## config.mk

```make
export PLATFORM = sky130hd
export DESIGN_NAME = fpu_lza_normalizer
export DESIGN_NICKNAME = d
export VERILOG_FILES = /design/src/rtl/fpu_lza_normalizer.sv
export SDC_FILE = /design/constraint.sdc
export NUM_CORES = 1
export LEC_CHECK = 0
export CAP_MARGIN = 5
export CORE_UTILIZATION = 40
export CTS_BUF_LIST = sky130_fd_sc_hd__clkbuf_8
export CTS_CLUSTER_DIAMETER = 40
export CTS_CLUSTER_SIZE = 25
export DETAILED_ROUTE_END_ITERATION = 7
export PLACE_DENSITY = 0.66
export SYNTH_ARGS = -nofsm -noshare
export SYNTH_HDL_FRONTEND = slang
export SYNTH_SLANG_ARGS = --single-unit
```

## constraint.sdc

```tcl
create_clock -name clk -period 7.3 [get_ports clk]
set_input_delay 1.095 -clock clk [delete_from_list [all_inputs] [get_ports clk]]
set_output_delay 1.095 -clock clk [all_outputs]
set_load 0.1 [all_outputs]
```

## src/rtl/fpu_lza_normalizer.sv

```systemverilog
// Post-adder normalizer: a coarse shift by the LZA count, then a 1-bit
// correction, exponent update and guard/round/sticky extraction.
// Two-stage valid/ready pipeline, where S2 holds the registered result.
module fpu_lza_normalizer #(
  parameter int unsigned SUM_W = 49,
  parameter int unsigned EXP_W = 10
) (
  input  logic             clk,
  input  logic             rst,
  input  logic             in_valid,
  output logic             in_ready,
  input  logic [SUM_W-1:0] in_sum,
  input  logic [5:0]       in_lza,
  input  logic [EXP_W-1:0] in_exp,
  input  logic             in_sticky,
  input  logic             in_sign,
  output logic             out_valid,
  input  logic             out_ready,
  output logic [23:0]      out_mant,
  output logic [2:0]       out_grs,
  output logic [EXP_W-1:0] out_exp,
  output logic             out_sign,
  output logic             out_zero,
  output logic             out_tiny,
  output logic             out_err
);

  localparam int unsigned MANT_W = 24;
  localparam int unsigned LOW_W  = SUM_W - MANT_W - 2;
  localparam int unsigned WIDE_W = 2 * SUM_W;
  localparam logic [6:0]  LZA_CAP = 7'(SUM_W);

  // Pipeline control
  logic w_in_fire;
  logic w_s2_adv;

  // S1 state
  logic             r_s1_valid;
  logic [SUM_W-1:0] r_s1_shifted;
  logic             r_s1_ovf;
  logic             r_s1_nz;
  logic [EXP_W-1:0] r_s1_exp;
  logic             r_s1_sticky;
  logic             r_s1_sign;

  // S2 state (the registered outputs)
  logic              r_s2_valid;
  logic [MANT_W-1:0] r_mant;
  logic [2:0]        r_grs;
  logic [EXP_W-1:0]  r_exp;
  logic              r_sign;
  logic              r_zero;
  logic              r_tiny;
  logic              r_err;

  // S1 combinational
  logic [6:0]        w_shamt;
  logic [WIDE_W-1:0] w_wide;
  logic              w_ovf;
  logic              w_nz;
  logic [EXP_W-1:0]  w_exp1;

  // S2 combinational
  logic              w_corr;
  logic [SUM_W-1:0]  w_final;
  logic [MANT_W-1:0] w_mant;
  logic [2:0]        w_grs;
  logic [EXP_W-1:0]  w_exp2;
  logic              w_tiny;
  logic              w_err;

  // S1 can take a beat whenever it is empty or will hand its beat to S2
  assign in_ready  = ~r_s1_valid | ~r_s2_valid | out_ready;
  assign w_in_fire = in_valid & in_ready;
  assign w_s2_adv  = r_s1_valid & (~r_s2_valid | out_ready);

  // Coarse shift; the upper half of the wide result catches over-shifted ones
  assign w_shamt = ({1'b0, in_lza} > LZA_CAP) ? LZA_CAP : {1'b0, in_lza};
  assign w_wide  = {{SUM_W{1'b0}}, in_sum} << w_shamt;
  assign w_ovf   = |w_wide[WIDE_W-1:SUM_W];
  assign w_nz    = |in_sum;
  assign w_exp1  = in_exp - EXP_W'(in_lza);

  // S1 valid flag
  always_ff @(posedge clk or posedge rst) begin
    if (rst) begin
      r_s1_valid <= 1'b0;
    end else if (w_in_fire) begin
      r_s1_valid <= 1'b1;
    end else if (w_s2_adv) begin
      r_s1_valid <= 1'b0;
    end
  end

  // S1 data capture on an accepted input beat
  always_ff @(posedge clk or posedge rst) begin
    if (rst) begin
      r_s1_shifted <= '0;
      r_s1_ovf     <= 1'b0;
      r_s1_nz      <= 1'b0;
      r_s1_exp     <= '0;
      r_s1_sticky  <= 1'b0;
      r_s1_sign    <= 1'b0;
    end else if (w_in_fire) begin
      r_s1_shifted <= w_wide[SUM_W-1:0];
      r_s1_ovf     <= w_ovf;
      r_s1_nz      <= w_nz;
      r_s1_exp     <= w_exp1;
      r_s1_sticky  <= in_sticky;
      r_s1_sign    <= in_sign;
    end
  end

  // Fine correction, exponent adjust and GRS extraction; zero input forced clean
  always_comb begin
    w_corr  = ~r_s1_shifted[SUM_W-1] & r_s1_nz;
    w_final = w_corr ? {r_s1_shifted[SUM_W-2:0], 1'b0} : r_s1_shifted;
    w_mant  = w_final[SUM_W-1 -: MANT_W];
    w_grs   = {w_final[SUM_W-MANT_W-1], w_final[SUM_W-MANT_W-2],
               (|w_final[LOW_W-1:0]) | r_s1_sticky};
    w_exp2  = r_s1_exp - EXP_W'(w_corr);
    w_tiny  = w_exp2[EXP_W-1] | (w_exp2 == '0);
    w_err   = r_s1_ovf | (r_s1_nz & ~w_final[SUM_W-1]);
    if (!r_s1_nz) begin
      w_mant = '0;
      w_grs  = {2'b00, r_s1_sticky};
      w_exp2 = '0;
      w_tiny = 1'b0;
      w_err  = 1'b0;
    end
  end

  // S2 valid flag
  always_ff @(posedge clk or posedge rst) begin
    if (rst) begin
      r_s2_valid <= 1'b0;
    end else if (w_s2_adv) begin
      r_s2_valid <= 1'b1;
    end else if (out_ready) begin
      r_s2_valid <= 1'b0;
    end
  end

  // S2 result registers, held stable while stalled
  always_ff @(posedge clk or posedge rst) begin
    if (rst) begin
      r_mant <= '0;
      r_grs  <= '0;
      r_exp  <= '0;
      r_sign <= 1'b0;
      r_zero <= 1'b0;
      r_tiny <= 1'b0;
      r_err  <= 1'b0;
    end else if (w_s2_adv) begin
      r_mant <= w_mant;
      r_grs  <= w_grs;
      r_exp  <= w_exp2;
      r_sign <= r_s1_sign;
      r_zero <= ~r_s1_nz;
      r_tiny <= w_tiny;
      r_err  <= w_err;
    end
  end

  assign out_valid = r_s2_valid;
  assign out_mant  = r_mant;
  assign out_grs   = r_grs;
  assign out_exp   = r_exp;
  assign out_sign  = r_sign;
  assign out_zero  = r_zero;
  assign out_tiny  = r_tiny;
  assign out_err   = r_err;

endmodule

```

==> parameters.txt, run 1 <==
Parameter                              Value

Run status
  Status ... completed

GRT
  Antenna violations before repair ... 0
  Global-route wire length before repair ... 63510 microns
  Via count of the first global-routing pass ... 10160
  Pin count of the biggest net entering global routing ... 72
  Total global-route track usage ... 31.69%
  GRT Residual Overflow ... 0

Route
  Total routed wirelength ... 41890 microns
  Wirelength per Cell ... 25.09 microns
  Number of detailed-route iterations in the first pass ... 6
  Ratio of routed vias to standard cells ... 6.690
  Via Count ... 11170
  DRC Markers ... 0
  Violation count after the first detailed-routing iteration ... 1542
  Antenna violation net count after detailed routing ... 0

Cells and area
  Growth of design area from synthesis to finish ... 12.64%
  Fraction of layout cells with a size suffix above 1 ... 7.239%
  Post-route standard cell area excluding fillers ... 11490 sq um
  Final design utilization ... 45.74%
  Final non-filler cell total ... 1670
  Number of nets in the layout ... 1415
  Antenna diodes ... 0

Power and ir drop
  Share of total power in sequential cells ... 31.5%
  Internal Dissipation ... 0.001183 W
  Largest vdd supply drop ... 0.0002683 V
  Power density relative to cell area ... 208.4 nW/um^2
  Switching component of the power ... 0.001210 W
  Net switching fraction of the power ... 50.56%
  Fraction of power consumed by the clock network ... 13.4%
  Comb pwr share ... 55.1%
  Pleak ... 4.599 nW

Synth
  Largest cells by area after synthesis ... sky130_fd_sc_hd__dfrtp_1 (26%), sky130_fd_sc_hd__mux2i_1 (11%), sky130_fd_sc_hd__nand2_1 (7.5%), sky130_fd_sc_hd__o21ai_0 (4.4%), sky130_fd_sc_hd__nor2_1 (4.3%)
  Compound-gate portion of the synthesized area ... 30.79%
  Top-area cell type share of the netlist area ... 26.01%
  Total standard cell area after synthesis ... 10200 sq um
  Synthesized-area fraction occupied by xor and xnor cells ... 1.374%
  Prevailing post-synth register cell ... sky130_fd_sc_hd__dfrtp_1
  Gate count after technology mapping ... 1315
  Flip-flop and latch count after synthesis ... 106
  Share of synthesized cell area in full adder, half adder and majority cells ... 1.178%
  Top cell type by total area after synthesis ... sky130_fd_sc_hd__dfrtp_1
  Sequential area share after synthesis ... 26.01%
  Largest family of logic cells by synthesized area ... compound AO/OA/AOI/OAI gates
  Yosys warnings ... 0
  Area fraction in and, or, nand and nor cells after synthesis ... 20.43%
  Average size of a mapped cell ... 7.755 sq um
  Syn Nets ... 1395
  Most repeated cell in the gate-level netlist after synthesis ... sky130_fd_sc_hd__nand2_1
  Count of different cell masters after synthesis ... 90
  Number of synthesized flops with an enable pin ... 0
  Share of synthesized flip-flops with an asynchronous set or reset ... 100.0%
  Cell types with the highest counts after synthesis ... sky130_fd_sc_hd__nand2_1 (203), sky130_fd_sc_hd__nor2_1 (116), sky130_fd_sc_hd__mux2i_1 (113)
  Mux share of post-synthesis cell area ... 13.41%

Worst setup path
  Setup slack of the worst register-to-register path ... 4.44 ns
  Critical path origin ... in_lza[2]
  Endpoint of the worst-slack reg-to-reg timing path ... out_tiny
  Most used cell, CP ... sky130_fd_sc_hd__buf_4
  Endpoint required time on the critical path ... 7.55 ns
  Critical path, cell by cell ... buf_2, buf_4, o311ai_4, nand2_2, buf_4, o21ai_1, mux2i_1, o32ai_1, a211oi_1, nand4b_1, nor4_1, o221ai_1, o32a_1
  Logic depth of the worst register-to-register path ... 10
  Worst Setup EP ... r_s1_ovf
  Delay of the slowest critical-path stage ... 0.81 ns
  Worst Setup End Kind ... flip-flop
  Critical-path top delay cell ... sky130_fd_sc_hd__nor4_1
  Startpoint of the lowest-slack register-to-register path ... r_s1_nz
  Worst endpoint data arrival time ... 5.97 ns
  Type of the setup path with the least slack ... primary input to flip-flop
  CP startpoint kind ... primary input
  Worst-path maximum fanout ... 29

Clocking
  CTS clock-pin slew for the worst setup and hold paths ... 0.10 ns
  # clock sinks ... 106
  Number of buffers inserted to repair setup after CTS ... 0
  Number of gates given a new drive strength after cts ... 0
  Number of buffers on the longest clock path ... 2
  CTS tree ... yes
  H-tree lvl count ... 3
  Number of hold buffers added after cts ... 0
  Clock latency reported for the late side of the worst-skew pair ... 0.37 ns
  Library cell used as clock root buffer ... sky130_fd_sc_hd__clkbuf_8
  Clock buffers created by TritonCTS ... 9

Timing
  RSZ-0062 raised after global routing ... false
  Final critical-path required period ... 5.714 ns
  Top achievable clock speed ... 0.1750 GHz
  Endpoints failing hold ... 0
  Number of max-slew violations in the final report ... 0
  Share of the clock period used by the worst path ... 78.28%
  Slew HR ... 25.47%
  Setup Total Neg Slack ... 0 ns
  # setup viols final ... 0
  Minimum setup slack in the final design ... 1.586 ns
  Measured slew at the worst slew-check pin ... 1.106 ns
  Final clock skew ... 0.01356 ns

Die
  Standard-cell row count ... 58
  Die height ... 161.7 microns
  Number of placed I/O pins ... 114
  Area of the core ... 25110 sq um
  Initial Util ... 40.61%
  Floorplan die width ... 161.7 microns
  Die footprint ... 26140 sq um

Placed design
  Number of placed cells counting well taps ... 1654
  Placer's final routability congestion estimate ... 1.053
  Placed instance area ... 11320 sq um
  Final HPWL from detailed placement ... 30710 microns
  Count of input and output buffers ... 113
  Setup WS pre-CTS ... 1.423 ns

Worst hold path
  Worst Hold Class ... flip-flop to flip-flop

Run
  MaxCap Viol Count ... 0
[routing by layer]
metal	wire [microns]	global-route usage (%)
met1	17590	45.40
met2	17470	45.83
met3	4594	4.699
met4	2240	16.60
met5	0	0
[logic make-up (layout without fill, tap and decap cells)]
| family | Yosys count | after routing |
|---|---|---|
| buffers and inverters | 149 | 174 |
| AOI/OAI and AO/OA | 440 | 440 |
| xor gates and xnor gates | 16 | 16 |
| muxes | 131 | 131 |
| DFF | 106 | 106 |
| adders and majority gates | 9 | 9 |
| and+or+nand+nor | 464 | 464 |
[how the worst min path moves through the flow]
stage	start	end	cells after the start
floorplan	r_s1_sign	out_sign	2
global placement	r_s1_sign	out_sign	2
detailed placement	out_exp[2]	out_exp[2]	2
CTS	out_exp[2]	out_exp[2]	2
global route	out_exp[9]	out_exp[9]	1
finish	out_exp[2]	out_exp[2]	2
[layout make-up]
class	count	area (sq um)
fill	2606	13620
inverter	17	66.31
timing repair buffer	141	1311
tap	330	412.9
clock inverter	7	43.79
sequential	106	2653
multi-input combinational	1060	6875
clock buffer	9	123.9
[layout by cell type, fill, tap and decap left out, drive strengths merged, types with 7 or more instances in the layout]
| cell | n |
|---|---|
| o211ai | 16 |
| clkbuf | 9 |
| a221oi | 8 |
| nand3 | 32 |
| a22oi | 10 |
| ha | 8 |
| o21a | 11 |
| a211oi | 10 |
| nand4 | 10 |
| inv | 19 |
| o22ai | 19 |
| o221ai | 44 |
| xor2 | 7 |
| xnor2 | 9 |
| a21oi | 83 |
| nand2b | 8 |
| o31ai | 36 |
| mux2i | 113 |
| o221a | 7 |
| mux2 | 15 |
| dfrtp | 106 |
| a21o | 8 |
| nor2b | 19 |
| nand2 | 205 |
| a31oi | 16 |
| nor3 | 19 |
| nor2 | 117 |
| and2 | 7 |
| o21ai | 92 |
| buf | 34 |
| nor4 | 26 |
| clkdlybuf4s50 | 107 |
| a211o | 9 |
| a22o | 17 |
[per-stage QoR]
step	hold WS (ns)	total power (W)
5_1_grt	0.4975	0.002502
3_5_place_dp	0.4585	0.002059
2_1_floorplan	0.4386	0.001681
4_1_cts	0.4826	0.002381
6_report	0.4735	0.002393
3_3_place_gp	0.4541	0.002053
[power groups by stage]
stage / clock network, W / registers [W] / logic (W)
2_1_floorplan: 0 / 0.00113 / 0.000553
3_3_place_gp: 0 / 0.000765 / 0.00129
3_5_place_dp: 0 / 0.000768 / 0.00129
4_1_cts: 0.000331 / 0.000755 / 0.00129
5_1_grt: 0.000353 / 0.000768 / 0.00138
6_report: 0.000321 / 0.000754 / 0.00132
[worst max-delay path, delay by kind of cell]
family	cells	cell delay [ns]
buf+inv	3	1.37
mux	1	0.63
simple gates	3	1.14
compound gates	6	1.71
[registers in the layout, summed over array words and instances, names as in the netlist]
| name | cells |
|---|---|
| r_s1_exp | 10 |
| r_s1_sticky | 1 |
| out_mant | 24 |
| out_sign | 1 |
| r_s1_sign | 1 |
| out_err | 1 |
| r_s1_ovf | 1 |
| out_zero | 1 |
| out_tiny | 1 |
| out_exp | 10 |
| out_grs | 3 |
| r_s1_nz | 1 |
| r_s1_valid | 1 |
| r_s1_shifted | 49 |
| out_valid | 1 |
No activity file was read; power rests on OpenSTA's default activity.
==> run 2, diff against run 1 <==
Clock period 7.3 ns to 5.7 ns, I/O delays scaled along.
==> parameters.txt, run 2 (synthesis gave the netlist of run 1 again) <==
Parameter                              Value

Timing
  Measured slew at the worst slew-check pin ... 1.108 ns
  Slew HR ... 25.46%
  Number of max-slew violations in the final report ... 0
  Endpoints failing hold ... 0
  Final critical-path required period ... 4.580 ns
  Share of the clock period used by the worst path ... 80.35%
  # setup viols final ... 0
  Setup Total Neg Slack ... 0 ns
  Final clock skew ... 0.01328 ns
  Worst hold margin ... 0.4758 ns
  Top achievable clock speed ... 0.2183 GHz
  RSZ-0062 raised after global routing ... false

Die
  Number of placed I/O pins ... 114
  Initial Util ... 40.61%
  Standard-cell row count ... 58
  Floorplan die width ... 161.7 microns
  Die footprint ... 26140 sq um
  Area of the core ... 25110 sq um
  Die height ... 161.7 microns

Clocking
  Number of buffers on the longest clock path ... 2
  CTS tree ... yes
  CTS clock-pin slew for the worst setup and hold paths ... 0.11 ns
  # clock sinks ... 106
  Number of buffers inserted to repair setup after CTS ... 0
  Library cell used as clock root buffer ... sky130_fd_sc_hd__clkbuf_8
  H-tree lvl count ... 3
  Number of gates given a new drive strength after cts ... 0
  Number of hold buffers added after cts ... 0
  Clock latency reported for the late side of the worst-skew pair ... 0.38 ns
  Clock buffers created by TritonCTS ... 9

Power and ir drop
  Largest vdd supply drop ... 0.0002802 V
  Power density relative to cell area ... 266.2 nW/um^2
  Pleak ... 4.727 nW

Worst setup path
  Type of the setup path with the least slack ... primary input to flip-flop
  Worst Setup End Kind ... flip-flop
  CP startpoint kind ... primary input
  Endpoint required time on the critical path ... 5.97 ns
  Worst-path maximum fanout ... 19
  Worst endpoint data arrival time ... 4.85 ns

Worst hold path
  Worst Hold Class ... flip-flop to flip-flop

Cells and area
  Growth of design area from synthesis to finish ... 14.70%
  Commonest cells after routing, fill and taps aside ... sky130_fd_sc_hd__nand2_1 (201), sky130_fd_sc_hd__nor2_1 (116), sky130_fd_sc_hd__mux2i_1 (113), sky130_fd_sc_hd__clkdlybuf4s50_1 (107), sky130_fd_sc_hd__dfrtp_1 (106)
  Number of nets in the layout ... 1442
  Largest register by flop count ... r_s1_shifted
  Number of flip-flops in the largest register ... 49
  Fraction of layout cells with a size suffix above 1 ... 9.071%
  Final non-filler cell total ... 1698
  Most frequent standard cell in the layout excluding fill and tap cells ... sky130_fd_sc_hd__nand2_1

GRT
  Antenna violations before repair ... 1
  Pin count of the biggest net entering global routing ... 72
  Global-route wire length before repair ... 66970 microns
  Via count of the first global-routing pass ... 10500
  Total global-route track usage ... 33.79%
  GRT Residual Overflow ... 0

Run status
  Status ... completed

Route
  Antenna violation net count after detailed routing ... 0
  Ratio of routed vias to standard cells ... 6.659
  Via Count ... 11310
  Violation count after the first detailed-routing iteration ... 1602
  DRC Markers ... 0
  Wirelength per Cell ... 26.02 microns
  Number of detailed-route iterations in the first pass ... 6
  Total routed wirelength ... 44190 microns

Placed design
  Placer's final routability congestion estimate ... 1.072
  Count of input and output buffers ... 113
  Number of placed cells counting well taps ... 1681
  Final HPWL from detailed placement ... 33050 microns

Run
  MaxCap Viol Count ... 0
==> run 2: layout make-up <==
type | count | area (sq um)
clock inverters | 7 | 43.79
repair buffers | 168 | 1526
flip-flops and latches | 106 | 2653
diodes | 1 | 2.502
well taps | 330 | 412.9
multi-input cells | 1060 | 6868
fillers | 2588 | 13410
clock buffers | 9 | 123.9
inverters | 17 | 66.31
==> run 2: through the flow <==
step                cell area, sq um  worst slack [ns]  power, W  util [%]
floorplan                      10200             2.056  0.002153         -
global placement               11530             1.004  0.002674     45.90
detailed placement             11530            0.9551  0.002677     45.90
CTS                            11690             1.345  0.003094     46.57
global route                   11690             1.164  0.003255     46.57
finish                         11700             1.120  0.003114     46.58
==> run 2: worst max-delay path, stage by stage <==
cell and delay, ns:
sky130_fd_sc_hd__buf_2 0.40, sky130_fd_sc_hd__buf_4 0.34, sky130_fd_sc_hd__o311ai_4 0.21, sky130_fd_sc_hd__nand2_2 0.32
sky130_fd_sc_hd__o21ai_1 0.27, sky130_fd_sc_hd__mux2i_1 0.84, sky130_fd_sc_hd__o32ai_1 0.14, sky130_fd_sc_hd__a211oi_1 0.44
sky130_fd_sc_hd__nand4b_1 0.18, sky130_fd_sc_hd__nor4_1 0.30, sky130_fd_sc_hd__o221ai_1 0.17, sky130_fd_sc_hd__o32a_1 0.36
==> run 2: metal layers <==
metal	up-vias	track usage, %	wire length, microns
li1	5038	-	-
met1	5373	45.45	17830
met2	756	51.59	19190
met3	140	5.797	4535
met4	0	18.35	2630
met5	-	0	0
==> run 2: power breakdown <==
group          switching [W]  total, W  internal [W]
logic                0.00123   0.00173      0.000499
clock network       0.000262  0.000420      0.000158
registers          0.0000894  0.000967      0.000877
total                0.00158   0.00311       0.00153
==> run 2: worst paths after layout <==
path                       slack, ns       from              end  depth (start not counted)
hold reg to reg                 0.48  r_s1_sign         out_sign                          2
setup / recovery                1.12  in_lza[4]         r_s1_ovf                         12
min in group asynchronous       0.89        rst       out_exp[8]                          2
setup reg to reg                2.92    r_s1_nz         out_tiny                         10
hold / removal                  0.48  r_s1_sign         out_sign                          2
max in group asynchronous       3.62        rst  r_s1_shifted[2]                          3
==> run 3, diff against run 2 <==
Settings changed: PLACE_DENSITY 0.66 to 0.68.
Clock period 5.7 ns to 3.8 ns, I/O delays scaled along.
==> parameters.txt, run 3 (synthesis gave the netlist of run 1 again) <==
Parameter                              Value

GRT
  Pin count of the biggest net entering global routing ... 71
  Antenna violations before repair ... 0
  GRT Residual Overflow ... 0
  Global-route wire length before repair ... 67640 microns
  Total global-route track usage ... 33.67%
  Via count of the first global-routing pass ... 11230

Die
  Initial Util ... 40.61%
  Die height ... 161.7 microns
  Standard-cell row count ... 58
  Floorplan die width ... 161.7 microns
  Number of placed I/O pins ... 114
  Area of the core ... 25110 sq um
  Die footprint ... 26140 sq um

Timing
  Final critical-path required period ... 3.585 ns
  Top achievable clock speed ... 0.2789 GHz
  Slew HR ... 34.66%
  # setup viols final ... 0
  RSZ-0062 raised after global routing ... false
  Minimum setup slack in the final design ... 0.2147 ns
  Final clock skew ... 0.01618 ns
  Setup Total Neg Slack ... 0 ns
  Endpoints failing hold ... 0
  Share of the clock period used by the worst path ... 94.35%
  Number of max-slew violations in the final report ... 0
  Measured slew at the worst slew-check pin ... 0.9770 ns

Power and ir drop
  Pleak ... 5.521 nW
  Fraction of power consumed by the clock network ... 13.2%
  Largest vdd supply drop ... 0.0004037 V
  Internal Dissipation ... 0.002508 W
  Switching component of the power ... 0.002385 W
  Power density relative to cell area ... 377.3 nW/um^2
  Share of total power in sequential cells ... 29.7%
  Net switching fraction of the power ... 48.74%
  Comb pwr share ... 57.2%

Route
  DRC Markers ... 0
  Number of detailed-route iterations in the first pass ... 8
  Wirelength per Cell ... 23.79 microns
  Total routed wirelength ... 44090 microns
  Antenna violation net count after detailed routing ... 0
  Ratio of routed vias to standard cells ... 6.359
  Via Count ... 11780
  Violation count after the first detailed-routing iteration ... 1609

Clocking
  Number of gates given a new drive strength after cts ... 0
  Number of hold buffers added after cts ... 0
  Clock latency reported for the late side of the worst-skew pair ... 0.37 ns
  Clock buffers created by TritonCTS ... 9
  Library cell used as clock root buffer ... sky130_fd_sc_hd__clkbuf_8
  CTS tree ... yes
  H-tree lvl count ... 3
  # clock sinks ... 106
  CTS clock-pin slew for the worst setup and hold paths ... 0.09 ns
  Number of buffers inserted to repair setup after CTS ... 0
  Number of buffers on the longest clock path ... 2

Worst setup path
  Setup slack of the worst register-to-register path ... 1.50 ns
  Most used cell, CP ... sky130_fd_sc_hd__buf_4
  Endpoint required time on the critical path ... 4.10 ns
  Buffers & Inverters on Critical Path ... 5
  CP startpoint kind ... primary input
  Number of cells on the critical path ... 15
  Critical-path top delay cell ... sky130_fd_sc_hd__nor3_1
  Critical path, cell by cell ... buf_2, buf_12, buf_4, nor3_1, nand2_1, a32oi_1, and2_0, a211oi_1, buf_4, a222oi_1, nand4b_1, nor4_1, buf_4, o221ai_1, o32a_1
  Worst endpoint data arrival time ... 3.88 ns
  Logic depth of the worst register-to-register path ... 10
  Category of cells accounting for the largest share of critical-path delay ... compound AO/OA/AOI/OAI gates
  Worst Setup End Kind ... flip-flop
  Type of the setup path with the least slack ... primary input to flip-flop
  Delay of the slowest critical-path stage ... 0.58 ns
  Worst-path maximum fanout ... 9

Cells and area
  Number of flip-flops in the largest register ... 49
  Fraction of layout cells with a size suffix above 1 ... 18.52%
  Most frequent standard cell in the layout excluding fill and tap cells ... sky130_fd_sc_hd__buf_4
  Growth of design area from synthesis to finish ... 27.15%
  Commonest cells after routing, fill and taps aside ... sky130_fd_sc_hd__buf_4 (205), sky130_fd_sc_hd__nand2_1 (201), sky130_fd_sc_hd__nor2_1 (116), sky130_fd_sc_hd__mux2i_1 (113)
  Number of nets in the layout ... 1599
  Final non-filler cell total ... 1853
  Antenna diodes ... 0
  Largest register by flop count ... r_s1_shifted

Placed design
  Number of placed cells counting well taps ... 1838
  Setup WS pre-CTS ... 0.04344 ns
  Count of input and output buffers ... 113
  Placer's final routability congestion estimate ... 1.026
  Final HPWL from detailed placement ... 34670 microns

Worst hold path
  Worst hold path cell count ... 2
  Worst Hold Class ... flip-flop to flip-flop

Run
  MaxCap Viol Count ... 0

Run status
  Status ... completed
==> run 3: stage by stage <==
step	area (sq um)	util, %	total power, W	hold slack [ns]
after floorplan	10200	-	0.003229	0.4386
after global placement	12790	50.94	0.004213	0.4557
after detailed placement	12790	50.94	0.004226	0.4585
after CTS	12970	51.64	0.004863	0.4816
after global routing	12970	51.64	0.005117	0.5039
final	12970	51.64	0.004893	0.4740
==> run 3: cell type report <==
class                      instances  area (sq um)
tap                              330         412.9
timing repair buffer             325          2790
clock buffer                      10         137.6
sequential                       106          2653
inverter                          17         66.31
multi-input combinational       1060          6868
clock inverter                     5         38.79
fill                            2460         12140
==> run 3: path summary, 6_finish.rpt <==
check	to	from
setup reg to reg	out_tiny	r_s1_nz
hold / removal	out_exp[2]	out_exp[2]
max in group asynchronous	r_s1_shifted[39]	rst
min in group asynchronous	out_exp[6]	rst
hold reg to reg	out_exp[2]	out_exp[2]
setup / recovery	r_s1_ovf	in_lza[1]
==> run 3: metal layers <==
| metal | share of wire [%] | vias to the layer above | track usage, % | wire length, microns |
|---|---|---|---|---|
| met5 | 0 | - | 0 | 0 |
| met4 | 5.4 | 0 | 16.30 | 2387 |
| met3 | 9.0 | 159 | 3.728 | 3980 |
| met2 | 44 | 766 | 52.96 | 19330 |
| met1 | 42 | 5525 | 46.04 | 18390 |
| li1 | - | 5333 | - | - |
==> run 3: worst min-delay path, stage by stage (launching register included) <==
cell and delay (ns):
sky130_fd_sc_hd__dfrtp_1 0.35, sky130_fd_sc_hd__nand2_1 0.05, sky130_fd_sc_hd__nand2_1 0.05
==> run 3: power by group through the flow <==
stage,clock network (W),registers (W),logic [W]
after global placement,0,0.00147,0.00274
after CTS,0.000655,0.00145,0.00276
after floorplan,0,0.00217,0.00106
final,0.000644,0.00145,0.00280
after global routing,0.000706,0.00148,0.00293
after detailed placement,0,0.00148,0.00275
